$ cat src/rtl/prbs4_sat_counter.sv
// Saturating up-counter with synchronous clear.
//   clk, rst : clock and synchronous active-high reset
//   inc      : count one event
//   clr      : clear; an event in the same cycle leaves the count at 1
//   count    : current value, sticks at all-ones
module prbs4_sat_counter #(
    parameter int unsigned CNT_W = 16
) (
    input  logic             clk,
    input  logic             rst,
    input  logic             inc,
    input  logic             clr,
    output logic [CNT_W-1:0] count
);

    always_ff @(posedge clk) begin
        if (rst) begin
            count <= '0;
        end else if (clr) begin
            count <= inc ? CNT_W'(1) : '0;
        end else if (inc && (count != '1)) begin
            count <= count + CNT_W'(1);
        end
    end

endmodule

$ cat config.mk
export PLATFORM = sky130hd
export DESIGN_NAME = prbs4_sat_counter
export DESIGN_NICKNAME = d
export VERILOG_FILES = /design/src/rtl/prbs4_sat_counter.sv
export SDC_FILE = /design/constraint.sdc
export NUM_CORES = 1
export LEC_CHECK = 0
export BUFFER_PORTS_ARGS = -buffer_cell sky130_fd_sc_hd__buf_4
export CORE_MARGIN = 1.5
export CORE_UTILIZATION = 25
export DETAILED_ROUTE_END_ITERATION = 6
export PLACE_DENSITY_LB_ADDON = 0.1
export REMOVE_ABC_BUFFERS = 1
export SYNTH_ARGS = -nofsm -noshare
export SYNTH_HDL_FRONTEND = slang
export SYNTH_SLANG_ARGS = --single-unit
$ cat constraint.sdc
create_clock -name clk -period 3 [get_ports clk]
set_input_delay 0.6 -clock clk [delete_from_list [all_inputs] [get_ports clk]]
set_output_delay 0.6 -clock clk [all_outputs]
set_load 0.05 [all_outputs]
==> summary.md <==
| Metric | Value |
|---|---|
| Max Clock Freq | `0.516 GHz` |
| YS warnings | `0` |
| Wire per inst | `13.5 um` |
| Leak | `0.368 nW` |
| GP Congestion | `0.720` |
| GRT Total Usage | `13.5%` |
| Critical Path RT | `3.23 ns` |
| Max clock buf depth | `2` |
| Layout cell share with drive strength beyond 1 | `23.5%` |
| Largest family of logic cells by synthesized area | `simple AND/OR/NAND/NOR gates` |
| Initial antenna violation count | `0` |
| Cell Chain, Critical Path | `ha_1 -> nand2_1 -> or3_1 -> or4_1 -> a21oi_1` |
| Vias in the first global route | `792` |
| Top Registers | `count x16` |
| Die W | `61.0 um` |
| Die area | `3720 um2` |
| # diodes | `0` |
| Xor/xnor cell area share of the yosys netlist | `0%` |
| Number of cell rows | `20` |
| Core Area | `3130 um2` |
| GRT Residual Overflow | `0` |
| Max cap viols | `0` |
| Number of nets with antenna violations after routing | `0` |
| Cts repair resizes | `0` |
| Drc violations | `0` |
| Synth Area in Adders | `1.49%` |
| HPWL Detailed | `1620 um` |
| Final cell count without fillers | `163` |
| Status | `completed` |
| Syn avg cell area | `8.49 um2` |
| DP Worst Slack | `0.919 ns` |
| Via count | `865` |
| Clock Skews | `0.00685 ns` |
| H-tree Lvls | `1` |
| Clk slew on worst S/H paths | `0.10 ns` |
| Final Critical Period | `1.94 ns` |
| Worst setup EP type | `flip-flop` |
| Die H | `61.0 um` |
| Fin util | `33.6%` |
| Slowest cell delay on critical path | `0.51 ns` |
| Syn Inst Count | `99` |
| Post-route cell area | `1050 um2` |
| Pwr Total | `351 uW` |
| Max reg flops | `16` |
| Initial Util | `26.9%` |
| Post-CTS Hold Buffers | `0` |
| Arrival time worst endpoint | `2.17 ns` |
| Final nets | `126` |
| Via density per instance | `5.31` |
| RSZ-0062 raised after global routing | `false` |
| Slew at the pin closest to its max-slew limit | `0.481 ns` |
| CP startpoint kind | `flip-flop` |
| Setup violations, final | `0` |
| Yosys top cell area share | `38.1%` |
| Pins Over Slew Limit | `0` |
| Crit Path Class | `reg -> reg` |
| IO Count | `20` |
| Hold/Removal Path Class | `reg -> reg` |
| Post-Syn Area | `841 um2` |
| Layout Area Growth over Synthesis | `25.1%` |
| TritonCTS Sinks | `16` |
| Num CTS Buffers | `3` |
| Synth top area cells | `dfxtp_1, a21oi_1, nand3_1` |
| CTS tree | `yes` |
| Placed Cells incl. Taps | `160` |
| Fin worst setup slack | `1.06 ns` |
| Port Buffer Count | `19` |
| Worst-path fanout max | `7` |
| Fin crit share | `64.6%` |
| VDD IR max | `0.0984 mV` |
| Mux cell area share after synthesis | `1.19%` |
| Yosys reg bits | `16` |
| Fin Hold WS | `0.521 ns` |
| Final Hold Viols | `0` |
| Clk Latency, worst-skew pair | `0.29 ns` |
| Synth Area in Simple Gates | `31.5%` |
| Iter 0 DRT Violations | `42` |
| Seq/Total Area, Yosys | `38.1%` |
| Biggest register | `count` |
| Largest net degree at the start of global routing | `12` |
| First-pass GRT wire length | `3640 um` |
| PD cells | `333 nW/um2` |
| Slew margin rel. | `67.7%` |
| Synth Area in Compound Gates | `22.6%` |
| Slowest cell on the critical path | `or4_1` |
| Count of cell types in the netlist | `33` |
| Yosys top cell by area | `dfxtp_1` |
| Drt total wl | `2200 um` |
| Setup tns final | `0 ns` |
| Drt first pass iters | `4` |
| Placed cell areas | `1030 um2` |
| CTS root buf | `clkbuf_4` |
| Postcts setup bufs | `0` |
-- cells by family after synthesis --
family	Yosys count
AOI/OAI and AO/OA	29
buffers and inverters	9
adders and majority gates	1
DFF	16
and+or+nand+nor	43
muxes	1
-- power breakdown --
group          switching (mW)  leakage [nW]  internal, mW
clock                  0.0684        0.0138        0.0467
combinational          0.0134         0.225       0.00734
sequential            0.00139         0.129         0.214
total                  0.0832         0.368         0.268
-- worst max-delay path: cells and delay by family, from the launching register on --
kind                     cells  cell delay, ns
adder cells (fa/ha/maj)      1            0.24
flip-flops                   1            0.39
AND/OR/NAND/NOR              3            1.11
AO/OA/AOI/OAI                1            0.15
-- final timing paths --
check,from,slack (ns),end,depth (start not counted)
worst max-delay path,count[0]$_SDFFE_PP0P_,1.06,count[8]$_SDFFE_PP0P_,5
worst min-delay path,count[10]$_SDFFE_PP0P_,0.52,count[10]$_SDFFE_PP0P_,2
worst min register to register,count[10]$_SDFFE_PP0P_,0.52,count[10]$_SDFFE_PP0P_,2
worst max register to register,count[0]$_SDFFE_PP0P_,1.06,count[8]$_SDFFE_PP0P_,5
-- Yosys cell counts (all sizes together) --
cell type     n
nor4          3
nor3          4
nor3b         1
dlygate4sd3   1
or4           7
nor2          3
inv           5
or3           4
a21oi        11
o21bai        1
a2111oi       1
nand4         4
nand2b        1
o31ai         6
or2           1
o41ai         1
o31a          1
o21a          1
o21ai         4
dfxtp        16
ha            1
a41oi         1
mux2i         1
o211a         2
nand3         9
clkbuf        2
and4          1
buf           1
nand2         5
-- per-layer routing --
layer	track usage, %	vias to the layer above	routed length (um)
li1	-	427	-
met1	17.1	403	979
met2	22.0	30	1020
met3	2.77	5	155
met4	6.52	0	42
met5	0	-	0
-- layout make-up --
class / count / area (um2)
fillers: 352 / 2080
multi-input cells: 74 / 478
flip-flops and latches: 16 / 320
repair buffers: 21 / 158
well taps: 44 / 55.1
clock buffers: 3 / 22.5
inverters: 5 / 18.8
-- cells in the final DEF (no fill, tap or decap), types with 4 or more instances in the layout --
master,n
or4_1,6
nand3_1,9
nor3_1,4
a21oi_1,11
inv_1,5
o31ai_1,6
o21ai_0,4
buf_4,21
dfxtp_1,16
nand2_1,5
Note: power is estimated with default switching activity, not from simulation.
